`config.mk`:
```
export PLATFORM = sky130hd
export DESIGN_NAME = pong_game_ctrl
export DESIGN_NICKNAME = d
export VERILOG_FILES = /design/src/rtl/pong_pkg.sv /design/src/rtl/pong_game_ctrl_frame_timer.sv /design/src/rtl/pong_game_ctrl.sv
export SDC_FILE = /design/constraint.sdc
export NUM_CORES = 1
export LEC_CHECK = 0
export CAP_MARGIN = 20
export CORE_ASPECT_RATIO = 0.9
export CORE_UTILIZATION = 45
export DETAILED_ROUTE_END_ITERATION = 10
export GPL_ROUTABILITY_DRIVEN = 1
export PLACE_DENSITY = 0.74
export SLEW_MARGIN = 20
export SYNTH_ARGS = -nofsm -noshare
export SYNTH_HDL_FRONTEND = slang
export SYNTH_SLANG_ARGS = --single-unit
export TNS_END_PERCENT = 100
```
`constraint.sdc`:
```
create_clock -name clk -period 2.06 [get_ports clk]
set_clock_uncertainty 0.1 [all_clocks]
set_input_delay 0.412 -clock clk [delete_from_list [all_inputs] [get_ports clk]]
set_output_delay 0.412 -clock clk [all_outputs]
set_load 0.05 [all_outputs]
```
`src/rtl/pong_pkg.sv`:
```
// Shared definitions for the Pong game-flow controller: state codes,
// winner codes and player index constants.
package pong_pkg;

   typedef enum logic [2:0] {
      IDLE  = 3'd0,
      SERVE = 3'd1,
      PLAY  = 3'd2,
      POINT = 3'd3,
      OVER  = 3'd4
   } state_t;

   localparam logic [1:0] WIN_NONE = 2'b00;
   localparam logic [1:0] WIN_P0   = 2'b01;
   localparam logic [1:0] WIN_P1   = 2'b10;

   localparam int PLAYER0 = 0;
   localparam int PLAYER1 = 1;

endpackage

```
`src/rtl/pong_game_ctrl_frame_timer.sv`:
```
// Serve-delay timer: counts frame ticks, wraps to zero on the terminal tick,
// and is held at zero by a synchronous clear while not serving.
module frame_timer #(
   parameter int SERVE_TICKS = 120
) (
   input  logic clk,
   input  logic reset,
   input  logic clr,
   input  logic tick,
   output logic tc
);

   localparam int TW = (SERVE_TICKS > 1) ? $clog2(SERVE_TICKS) : 1;

   logic [TW-1:0] cnt;

   assign tc = (cnt == TW'(SERVE_TICKS - 1));

   // Tick counter; the terminal tick returns it to zero for the next serve
   always_ff @(posedge clk or posedge reset) begin
      if (reset)
         cnt <= '0;
      else if (clr)
         cnt <= '0;
      else if (tick)
         cnt <= tc ? '0 : cnt + TW'(1);
   end

endmodule

```
`src/rtl/pong_game_ctrl.sv`:
```
// Pong game-flow FSM. Converts ball-miss events into registered one-cycle
// score-counter pulses, sequences serve/play/point/game-over and tracks
// per-player tallies to detect the winning score.
module pong_game_ctrl
   import pong_pkg::*;
#(
   parameter int WIN_SCORE   = 9,
   parameter int SERVE_TICKS = 120,
   parameter int PW          = 4
) (
   input  logic       clk,
   input  logic       reset,
   input  logic       start,
   input  logic       frame_tick,
   input  logic       miss_l,
   input  logic       miss_r,
   output logic [1:0] d_inc,
   output logic       d_clr,
   output logic       ball_en,
   output logic       ball_rst,
   output logic       serve_dir,
   output logic [2:0] state,
   output logic [1:0] winner
);

   localparam logic [PW-1:0] WIN = PW'(WIN_SCORE);

   state_t              state_q, state_d;
   logic                start_q;
   logic                start_rise;
   logic                serve_tc;
   logic [1:0][PW-1:0]  tally_q, tally_d;
   logic [1:0]          winner_q, winner_d;
   logic                serve_dir_q, serve_dir_d;
   logic [1:0]          d_inc_d;
   logic                d_clr_d, ball_rst_d;

   assign start_rise = start & ~start_q;
   assign state      = state_q;
   assign ball_en    = (state_q == PLAY);
   assign winner     = winner_q;
   assign serve_dir  = serve_dir_q;

   frame_timer #(.SERVE_TICKS(SERVE_TICKS)) u_timer (
      .clk   (clk),
      .reset (reset),
      .clr   (state_q != SERVE),
      .tick  (frame_tick),
      .tc    (serve_tc)
   );

   // Previous start level for rising-edge detection
   always_ff @(posedge clk or posedge reset) begin
      if (reset) start_q <= 1'b0;
      else       start_q <= start;
   end

   // State register
   always_ff @(posedge clk or posedge reset) begin
      if (reset) state_q <= IDLE;
      else       state_q <= state_d;
   end

   // Next state, tally/winner updates and the pulse values for next cycle
   always_comb begin
      state_d     = state_q;
      tally_d     = tally_q;
      winner_d    = winner_q;
      serve_dir_d = serve_dir_q;
      d_inc_d     = 2'b00;
      d_clr_d     = 1'b0;
      ball_rst_d  = 1'b0;
      case (state_q)
         IDLE, OVER: begin
            if (start_rise) begin
               state_d    = SERVE;
               d_clr_d    = 1'b1;
               ball_rst_d = 1'b1;
               tally_d    = '0;
               winner_d   = WIN_NONE;
            end
         end
         SERVE: begin
            if (frame_tick && serve_tc) state_d = PLAY;
         end
         PLAY: begin
            // A simultaneous double miss is a replayed serve: nobody scores
            if (miss_l && miss_r) begin
               state_d = POINT;
            end else if (miss_r) begin
               state_d          = POINT;
               d_inc_d[PLAYER0] = 1'b1;
               serve_dir_d      = 1'b1;
               if (tally_q[PLAYER0] < WIN)
                  tally_d[PLAYER0] = tally_q[PLAYER0] + PW'(1);
            end else if (miss_l) begin
               state_d          = POINT;
               d_inc_d[PLAYER1] = 1'b1;
               serve_dir_d      = 1'b0;
               if (tally_q[PLAYER1] < WIN)
                  tally_d[PLAYER1] = tally_q[PLAYER1] + PW'(1);
            end
         end
         POINT: begin
            if (tally_q[PLAYER0] == WIN) begin
               state_d  = OVER;
               winner_d = WIN_P0;
            end else if (tally_q[PLAYER1] == WIN) begin
               state_d  = OVER;
               winner_d = WIN_P1;
            end else begin
               state_d    = SERVE;
               ball_rst_d = 1'b1;
            end
         end
         default: state_d = IDLE;
      endcase
   end

   // Registered tallies, winner, serve direction and one-cycle pulses
   always_ff @(posedge clk or posedge reset) begin
      if (reset) begin
         tally_q     <= '0;
         winner_q    <= WIN_NONE;
         serve_dir_q <= 1'b0;
         d_inc       <= 2'b00;
         d_clr       <= 1'b0;
         ball_rst    <= 1'b0;
      end else begin
         tally_q     <= tally_d;
         winner_q    <= winner_d;
         serve_dir_q <= serve_dir_d;
         d_inc       <= d_inc_d;
         d_clr       <= d_clr_d;
         ball_rst    <= ball_rst_d;
      end
   end

endmodule
```
==> metrics, run 1 <==
RSZ-0062 raised after global routing yes; Least-Margin Pin Slew 0.507 ns; H-tree Lvls 1; mapped cell area 1390 µm²; Yosys top cell by area dfrtp_1; DRC viols 0; status finished, final reports clean; wire length per cell 13.2 µm; Initial Util 49.0%; die width 60.6 µm; CP Launch Type flop; largest net degree at the start of global routing 27; gpl congestion 0.778; fin area 1710 µm²; Crit Reg-Reg Startpoint u_timer.cnt[0]$_DFFE_PP0P_; Vias 1093; relative slew slack 66.1%; Die Footprint 3320 µm²; crit-path max FO 2; Fin. Hold Viols 0; CTS max path bufs 2; 1st-pass router iterations 4; DP Area 1650 µm²; Max Clk Rate 495 MHz; vias per cell 5.33; synth-to-layout area growth 22.7%; reg2reg end u_timer.cnt[3]$_DFFE_PP0P_; CTS Hold Bufs 0; share of layout cells above drive strength 1 18.2%; fin crit period 2.02 ns; Layout Nets 183; total grt overflow 0; Synth Register Bits 26; Cells after DPL 199; CTS tree built; clock tree root driver cell clkbuf_4; PortBufs 16; syn_nets 155; worst path buffer plus inverter count 1; 1st-iter DRT viols 43; detailed-placement wirelength estimate 2.02 mm; area of the core 2840 µm²; antenna violations before repair 0; worst skew pair latency 0.32 ns; setup_tns 0 ns; HP Class in2async; yosys warns 0; Reg2Reg Depth 5; Finished Layout Cells 205; Power Dens Cells 609 nW/µm²; Worst VDD drop 0.324 mV; CP delay by family, top buffers and inverters; critical path cell sequence clkdlybuf4s50_1; final wirelength 2.71 mm; CP Data Required Time 1.55 ns; number of top-level pins 17; Die Height 54.8 µm; ANT nets after route 0; Final Util 60.1%; Worst path slowest cell clkdlybuf4s50_1; CP endpoint kind output pin; Max Cap Viol 0; count of final setup violators 0; Hold Slack 0.342 ns; share of the synthesized area in the top cell type 46.8%; P_leak 0.800 nW; Final Cycle Share 98.1%; most common cell after layout, fill and taps aside dfrtp_1; Site Rows 18; Final Max Slew Viols 0; commonest non-fill, non-tap cells in the layout dfrtp_1 (23), inv_1 (16), nand2_1 (13); Max stage delay on crit path 0.81 ns; kind of critical path reg2out; sequential element share of the synthesized area 46.8%; CTS buffer count 3; Worst EP arrival 1.51 ns; vias in the first global route 1061; first-pass GRT wire length 4.60 mm; diode count 0; Yosys cell types 36; Cells after Synth 138; Worst R2R Setup Slack 0.21 ns; syn_area_per_cell 10.1 µm²; CTS Sinks 26; main area contributors after synthesis dfrtp_1 (47%), ha_1 (9.9%), inv_1 (4.3%), nand2_1 (3.5%), a21oi_1 (2.9%); GRT Util Overall 18.8%; clk slew on worst S/H paths 0.14 ns
[synth_stat cells (all sizes together)]
master,n
dfrtp,26
inv,16
nand2,13
ha,11
a21oi,8
nand3,7
o21ai,7
nand2b,4
nor2,4
nor2b,4
o22ai,4
a31oi,3
and2,3
nand3b,3
nand4,3
or3b,3
a21o,2
and3,2
or3,2
a221o,1
a311oi,1
a31o,1
a32o,1
buf,1
clkbuf,1
clkinv,1
o2111ai,1
o211ai,1
o221a,1
o31ai,1
or4b,1
xor2,1
[worst reg2reg max path, cell delays in order, from the launching register on]
cell     delay [ns]
dfrtp_1        0.44
ha_1           0.22
and2_1         0.20
nand4_1        0.23
or3b_2         0.47
a21oi_1        0.13
[flip-flops by register name, summed over array words and instances (netlist names)]
register	count
ball_rst	1
d_clr	1
d_inc	2
serve_dir	1
start_q	1
state	3
tally_q	8
u_timer.cnt	7
winner	2
[repair_timing]
action | in CTS | in global routing
setup buffers | 1 | 1
endpoints found under the setup margin | 1 | 3
pin swaps | 0 | 0
gates resized for setup | 2 | 4
[worst max-delay path by stage]
stage	from	endpoint	cells past startpoint
after detailed placement	miss_l	tally_q[6]$_DFFE_PP0P_	6
after CTS	winner[0]$_DFFE_PP0P_	winner[0]	1
after global placement	start	state[0]$_DFFE_PP0P_	5
after global routing	state[2]$_DFFE_PP0P_	ball_en	3
after floorplan	state[1]$_DFFE_PP0P_	tally_q[6]$_DFFE_PP0P_	5
final	serve_dir$_DFFE_PP0P_	serve_dir	1
[power by group]
part	switching, W	internal, W
registers	0.0000543	0.000563
clock network	0.000153	0.000108
logic	0.0000834	0.0000771
total	0.000290	0.000748
[logic make-up after synthesis]
| group | Yosys count | share of synthesized area (%) |
|---|---|---|
| AO/OA/AOI/OAI | 32 | 17.6 |
| buffers and inverters | 19 | 5.49 |
| AND/OR/NAND/NOR | 49 | 19.6 |
| adder cells (fa/ha/maj) | 11 | 9.89 |
| XOR/XNOR | 1 | 0.630 |
| flip-flops | 26 | 46.8 |
[area by class of cell]
cell class / count / area (µm²)
fillers: 257 / 1130
flip-flops and latches: 26 / 654
repair buffers: 25 / 235
well taps: 40 / 50.0
clock buffers: 4 / 36.3
multi-input cells: 93 / 664
inverters: 17 / 66.3
[per-stage QoR]
stage | total power (W) | setup WS (ns)
floorplan | 0.000730 | 0.0205
global placement | 0.000771 | 0.0237
detailed placement | 0.000787 | 0.0114
CTS | 0.00104 | 0.00648
global route | 0.00110 | -0.0244
finish | 0.00104 | 0.0396
[metal layers]
metal	routed length, µm	vias to the layer above	global-route usage [%]
met5	0	-	0
met4	9	0	2.65
met3	108	2	4.96
met2	1390	19	33.7
met1	1200	535	23.3
li1	-	537	-
Power figures use the tool's default switching activity.
==> inputs of run 2 (changes only) <==
--- a/config.mk
+++ b/config.mk
@@ -9,8 +9,9 @@
 export CORE_ASPECT_RATIO = 0.9
 export CORE_UTILIZATION = 45
 export DETAILED_ROUTE_END_ITERATION = 10
+export DONT_BUFFER_PORTS = 1
 export GPL_ROUTABILITY_DRIVEN = 1
-export PLACE_DENSITY = 0.74
+export PLACE_DENSITY = 0.67
 export SLEW_MARGIN = 20
 export SYNTH_ARGS = -nofsm -noshare
 export SYNTH_HDL_FRONTEND = slang
==> constraint.sdc (replaced) <==
create_clock -name clk -period 2.06 [get_ports clk]
set_clock_uncertainty 0.1 [all_clocks]
set_input_delay 0.515 -clock clk [delete_from_list [all_inputs] [get_ports clk]]
set_output_delay 0.515 -clock clk [all_outputs]
set_load 0.05 [all_outputs]
==> run 2 against run 1 <==
The flow now finishes with violations (hold timing). Fmax shrank 0.19%. Design area shrank 10%. Global-route usage shrank 1.8 points. First-iteration DRC count grew 42%. Largest power group unchanged. Wire length shrank 4.0%. Utilization shrank 6.2 points. Sequential share of layout area grew 4.3 points. Highest routed layer unchanged. Final cell count shrank 9.3%. Hold slack lost 0.35 ns. Critical path type unchanged.
==> metrics, run 2 (synthesis gave the netlist of run 1 again) <==
status finished with violations; failing checks hold timing; max FFs per register 8 (unchanged); synth-to-layout area growth 9.98%; first-pass GRT wire length 4.09 mm (-11%); Fin. Hold Viols 3 (+3); 1st-pass router iterations 5 (+1); Biggest register tally_q; critical path cell sequence or3b_4, clkinv_4; wire length per cell 14.0 µm (+5.9%); Worst EP arrival 1.41 ns (-0.10 ns); reg2reg end tally_q[2]$_DFFE_PP0P_; H-tree Lvls 1 (unchanged); CP Data Required Time 1.44 ns (-0.11 ns); worst skew pair latency 0.33 ns (about the same); Crit Reg-Reg Startpoint state[0]$_DFFE_PP0P_; vias in the first global route 905 (-15%); share of layout cells above drive strength 1 15.1% (-3.1 points); Final Cycle Share 98.3% (+0.19 points); clk slew on worst S/H paths 0.14 ns (about the same); Die Height 54.8 µm (unchanged); commonest non-fill, non-tap cells in the layout dfrtp_1 (24), inv_1 (16), nand2_1 (13); Reg2Reg Depth 5 (unchanged); Layout Nets 164 (-10%); CP endpoint kind output pin; area occupied by multi-input gates 664 µm² (unchanged); PortBufs 0 (-16); CP delay by family, top flip-flops; diode count 0 (unchanged); Cells after DPL 180 (-9.5%); Overall Power 0.00102 W (-1.8%); clock tree root driver cell clkbuf_4; Vias 999 (-8.6%); CTS Sinks 26 (unchanged); 1st-iter DRT viols 61 (+42%); antenna violations before repair 0 (unchanged); kind of critical path reg2out; number of fill cells 258 (+0.39%); gpl congestion 0.829 (+6.5%); CP Launch Type flop; largest net degree at the start of global routing 15 (-44%); area of the core 2840 µm² (unchanged); GRT Util Overall 17.1% (-1.8 points); Max Cap Viol 0 (unchanged); Worst path slowest cell dfrtp_2; crit-path max FO 5 (+3); CTS buffer count 3 (unchanged); CTS tree built; pre-CTS setup slack 0.207 ns (+0.196 ns); number of top-level pins 17 (unchanged); fin crit period 2.02 ns (+0.00383 ns); detailed-placement wirelength estimate 1.89 mm (-6.4%); most common cell after layout, fill and taps aside dfrtp_1; Power Dens Cells 667 nW/µm² (+9.5%); Least-Margin Pin Slew 0.552 ns (+0.0449 ns); Site Rows 18 (unchanged); CTS max path bufs 2 (unchanged); Finished Layout Cells 186 (-9.3%); Max stage delay on crit path 0.46 ns (-0.35 ns); Worst R2R Setup Slack 0.09 ns (-0.12 ns); Die Footprint 3320 µm² (unchanged); CTS Hold Bufs 0 (unchanged); count of final setup violators 0 (unchanged); worst path buffer plus inverter count 1 (unchanged); Final Max Slew Viols 0 (unchanged); total grt overflow 0 (unchanged); HP Class in2async; Worst VDD drop 0.351 mV (+8.2%); DRC viols 0 (unchanged); ANT nets after route 0 (unchanged); flip-flop and latch area 653 µm² (-0.19%); Hold Slack -0.00397 ns (-0.345 ns); Max Clk Rate 494 MHz (-0.19%); final worst slack 0.0357 ns (-0.00383 ns); vias per cell 5.37 (+0.74%); final wirelength 2.60 mm (-4.0%); die width 60.6 µm (unchanged); P_leak 0.704 nW (-12%); relative slew slack 63.1% (-2.9 points); Initial Util 49.0% (unchanged)
-- run 2: cell types whose count changed in the layout (fill, tap and decap cells not counted), sizes merged --
cell | before | now
clkdlybuf4s50 | 10 | 0
inv | 17 | 16
buf | 13 | 6
dlymetal6s2s | 2 | 0
clkinv | 0 | 1
-- run 2: power by group --
group | switching [W] | leakage, nW | internal, W
Clock | 0.000155 | 0.0210 | 0.000108
Combinational | 0.0000723 | 0.355 | 0.0000666
Sequential | 0.0000552 | 0.328 | 0.000563
-- run 2: layer usage --
metal	GRT usage, %	share of wire, %
met3	5.91	4.3
met1	21.9	48
met2	28.6	47
met4	2.27	0.69
met5	0	0
-- run 2: what timing repair did --
action                     4_1_cts  5_1_grt
setup endpoints to repair        1        1
setup buffers                    0        2
cloned                           0        0
resized for setup                2        1
-- run 2: area by class of cell --
class,instances,share of cell area [%]
well taps,40,3.27
clock buffers,4,2.37
multi-input cells,93,43.4
flip-flops and latches,26,42.7
repair buffers,6,3.76
inverters,17,4.50
-- run 2: metrics by stage --
| stage | hold slack [ns] | instance area [µm²] | setup TNS (ns) | utilization (%) |
|---|---|---|---|---|
| after floorplan | 0.392 | 1390 | 0 | - |
| after global placement | 0.381 | 1470 | 0 | 51.9 |
| after detailed placement | 0.390 | 1470 | 0 | 51.9 |
| after CTS | 0.0182 | 1510 | 0 | 53.4 |
| after global routing | 0.0209 | 1530 | -0.00945 | 53.9 |
| final | -0.00397 | 1530 | 0 | 53.9 |
-- run 2: how the worst max path moves through the flow --
stage | to | slack, ns | depth (start not counted) | start
CTS | ball_en | 0.005 | 2 | state[0]$_DFFE_PP0P_
global route | ball_en | -0.009 | 2 | state[0]$_DFFE_PP0P_
global placement | tally_q[6]$_DFFE_PP0P_ | 0.26 | 5 | state[0]$_DFFE_PP0P_
detailed placement | tally_q[6]$_DFFE_PP0P_ | 0.21 | 5 | state[0]$_DFFE_PP0P_
floorplan | tally_q[6]$_DFFE_PP0P_ | 0.02 | 5 | state[1]$_DFFE_PP0P_
finish | ball_en | 0.04 | 2 | state[0]$_DFFE_PP0P_
==> inputs of run 3 (changes only) <==
--- a/config.mk
+++ b/config.mk
@@ -12,7 +12,6 @@
 export DONT_BUFFER_PORTS = 1
 export GPL_ROUTABILITY_DRIVEN = 1
 export PLACE_DENSITY = 0.67
-export SLEW_MARGIN = 20
 export SYNTH_ARGS = -nofsm -noshare
 export SYNTH_HDL_FRONTEND = slang
 export SYNTH_SLANG_ARGS = --single-unit
==> constraint.sdc (replaced) <==
create_clock -name clk -period 2.1 [get_ports clk]
set_clock_uncertainty 0.1 [all_clocks]
set_input_delay 0.525 -clock clk [delete_from_list [all_inputs] [get_ports clk]]
set_output_delay 0.525 -clock clk [all_outputs]
set_load 0.05 [all_outputs]
==> run 3 against run 2 <==
Die area did not move. Combinational power is 3% lower. First-iteration DRC count decreased by 23%. Hold slack gained 0.11 ns. Largest power group unchanged. The run now ends clean.
==> metrics, run 3 (synthesis gave the netlist of run 1 again) <==
status finished, final reports clean; CTS tree built; CP endpoint kind output pin; Hold Slack 0.110 ns (+0.114 ns); Cells after DPL 180 (unchanged); number of fill cells 250 (-3.1%); commonest non-fill, non-tap cells in the layout dfrtp_1 (24), inv_1 (16), nand2_1 (13); synth-to-layout area growth 9.98% (unchanged); Finished Layout Cells 187 (+0.54%); Initial Util 49.0% (unchanged); Die Footprint 3320 µm² (unchanged); met3 GRT Util 5.44% (-0.47 points); met2 GRT Util 27.3% (-1.3 points); final wirelength 2.60 mm (about the same); number of top-level pins 17 (unchanged); Final Util 53.9% (unchanged); gpl congestion 0.820 (-1.1%); GRT Max-Usage Layer met2; Power Dens Cells 652 nW/µm² (-2.2%); vias in the first global route 968 (+7.0%); CP delay by family, top flip-flops; 1st-iter DRT viols 47 (-23%); ANT nets after route 0 (unchanged); CTS max path bufs 2 (unchanged); Die Height 54.8 µm (unchanged); kind of critical path reg2out; Layout Nets 165 (+0.61%); wire length per cell 13.9 µm (-0.61%); Max stage delay on crit path 0.48 ns (+0.02 ns); Worst EP arrival 1.39 ns (-0.02 ns); H-tree Lvls 1 (unchanged); flip-flop and latch area 653 µm² (unchanged); worst skew pair latency 0.32 ns (about the same); Net Sw Frac 27.7% (about the same); first-pass GRT wire length 4.35 mm (+6.3%); Max Cap Viol 0 (unchanged); 1st-pass router iterations 4 (-1); area occupied by multi-input gates 664 µm² (unchanged); GRT Util Overall 18.0% (+0.92 points); PortBufs 0 (unchanged); critical path cell sequence or3b_4, inv_8; Worst path slowest cell dfrtp_2; Worst VDD drop 0.341 mV (-2.8%); Biggest register tally_q; Final Max Slew Viols 0 (unchanged); crit-path max FO 8 (+3); Fin. Hold Viols 0 (-3); fin crit period 2.02 ns; Seq pwr share 60.8% (+0.2 points); most common cell after layout, fill and taps aside dfrtp_1; CTS buffer count 3 (unchanged); antenna violations before repair 0 (unchanged); Max Clk Rate 496 MHz; pre-CTS setup slack 0.238 ns (+0.0304 ns); Site Rows 18 (unchanged); Clk pwr share 25.7% (about the same); met1 usage 25.3% (+3.5 points); die width 60.6 µm (unchanged); worst path buffer plus inverter count 1 (unchanged); final worst slack 0.0844 ns (+0.0487 ns); DRC viols 0 (unchanged); area of the core 2840 µm² (unchanged); Least-Margin Pin Slew 0.485 ns (-0.0674 ns); detailed-placement wirelength estimate 1.93 mm (+2.1%); NetSw 0.000276 W (-2.2%); vias per cell 5.55 (+3.3%); RSZ-0062 raised after global routing no; power share of the combinational group 13.5% (about the same); share of layout cells above drive strength 1 15.0% (-0.10 points); Final Cycle Share 96.0%; largest net degree at the start of global routing 17 (+2); Vias 1038 (+3.9%); total grt overflow 0 (unchanged); CTS Sinks 26 (unchanged); relative slew slack 67.7% (+4.5 points); setup_tns 0 ns (unchanged); max FFs per register 8 (unchanged); Int Pwr 0.000722 W (-2.2%); CP Data Required Time 1.47 ns (+0.03 ns); CP Launch Type flop; count of final setup violators 0 (unchanged); clock tree root driver cell clkbuf_4; P_leak 0.706 nW (+0.22%); HP Class in2reg; diode count 0 (unchanged); clk slew on worst S/H paths 0.14 ns (about the same)
## run 3: changes by cell type in the layout (fill, tap and decap cells not counted), sizes merged
| cell | previous run | this run |
|---|---|---|
| inv | 16 | 17 |
| dlygate4sd3 | 0 | 1 |
| clkinv | 1 | 0 |
## run 3: worst reg2reg max path, cell delays in order, from the launching register on
cell     delay (ns)
dfrtp_1        0.43
ha_1           0.22
and2_1         0.20
nand4_1        0.23
or3b_2         0.48
a21oi_1        0.14
## run 3: layer usage
metal,part of all wire [%],vias up
met5,0,-
met4,0.62,0
met3,5.6,2
met2,46,31
met1,48,506
li1,-,499
## run 3: what timing repair did
action,4_1_cts,5_1_grt
pin swaps,0,1
gates cloned,0,0
endpoints found under the setup margin,1,1
resized for setup,1,3
hold buffers,1,0
buffers inserted,0,2
endpoints found under the hold margin,10,0
## run 3: per-stage QoR
stage	total power (W)	cell area [µm²]
floorplan	0.000716	1390
global placement	0.000739	1460
detailed placement	0.000750	1460
CTS	0.00101	1510
global route	0.00106	1530
finish	0.000998	1530
## run 3: worst paths after layout
| path | slack, ns | endpoint | from | cells after the start |
|---|---|---|---|---|
| min in group asynchronous | 0.52 | u_timer.cnt[4]$_DFFE_PP0P_ | reset | 2 |
| worst max-delay path | 0.08 | ball_en | state[0]$_DFFE_PP0P_ | 2 |
| worst min register to register | 0.46 | u_timer.cnt[6]$_DFFE_PP0P_ | u_timer.cnt[6]$_DFFE_PP0P_ | 2 |
| worst max register to register | 0.24 | u_timer.cnt[3]$_DFFE_PP0P_ | u_timer.cnt[0]$_DFFE_PP0P_ | 5 |
| max in group asynchronous | 0.79 | state[0]$_DFFE_PP0P_ | reset | 3 |
| worst min-delay path | 0.11 | start_q$_DFF_PP0_ | start | 0 |
## run 3: layout make-up
type | instances | area share [%]
clock buffer | 4 | 2.37
inverter | 17 | 4.66
timing repair buffer | 7 | 3.60
sequential | 26 | 42.7
multi-input combinational | 93 | 43.4
tap | 40 | 3.27
## run 3: power groups by stage
stage	logic, W	registers, W	clock network, W
CTS	0.000136	0.000606	0.000269
floorplan	0.000112	0.000604	0
global route	0.000160	0.000614	0.000286
finish	0.000135	0.000607	0.000256
detailed placement	0.000134	0.000616	0
global placement	0.000128	0.000611	0
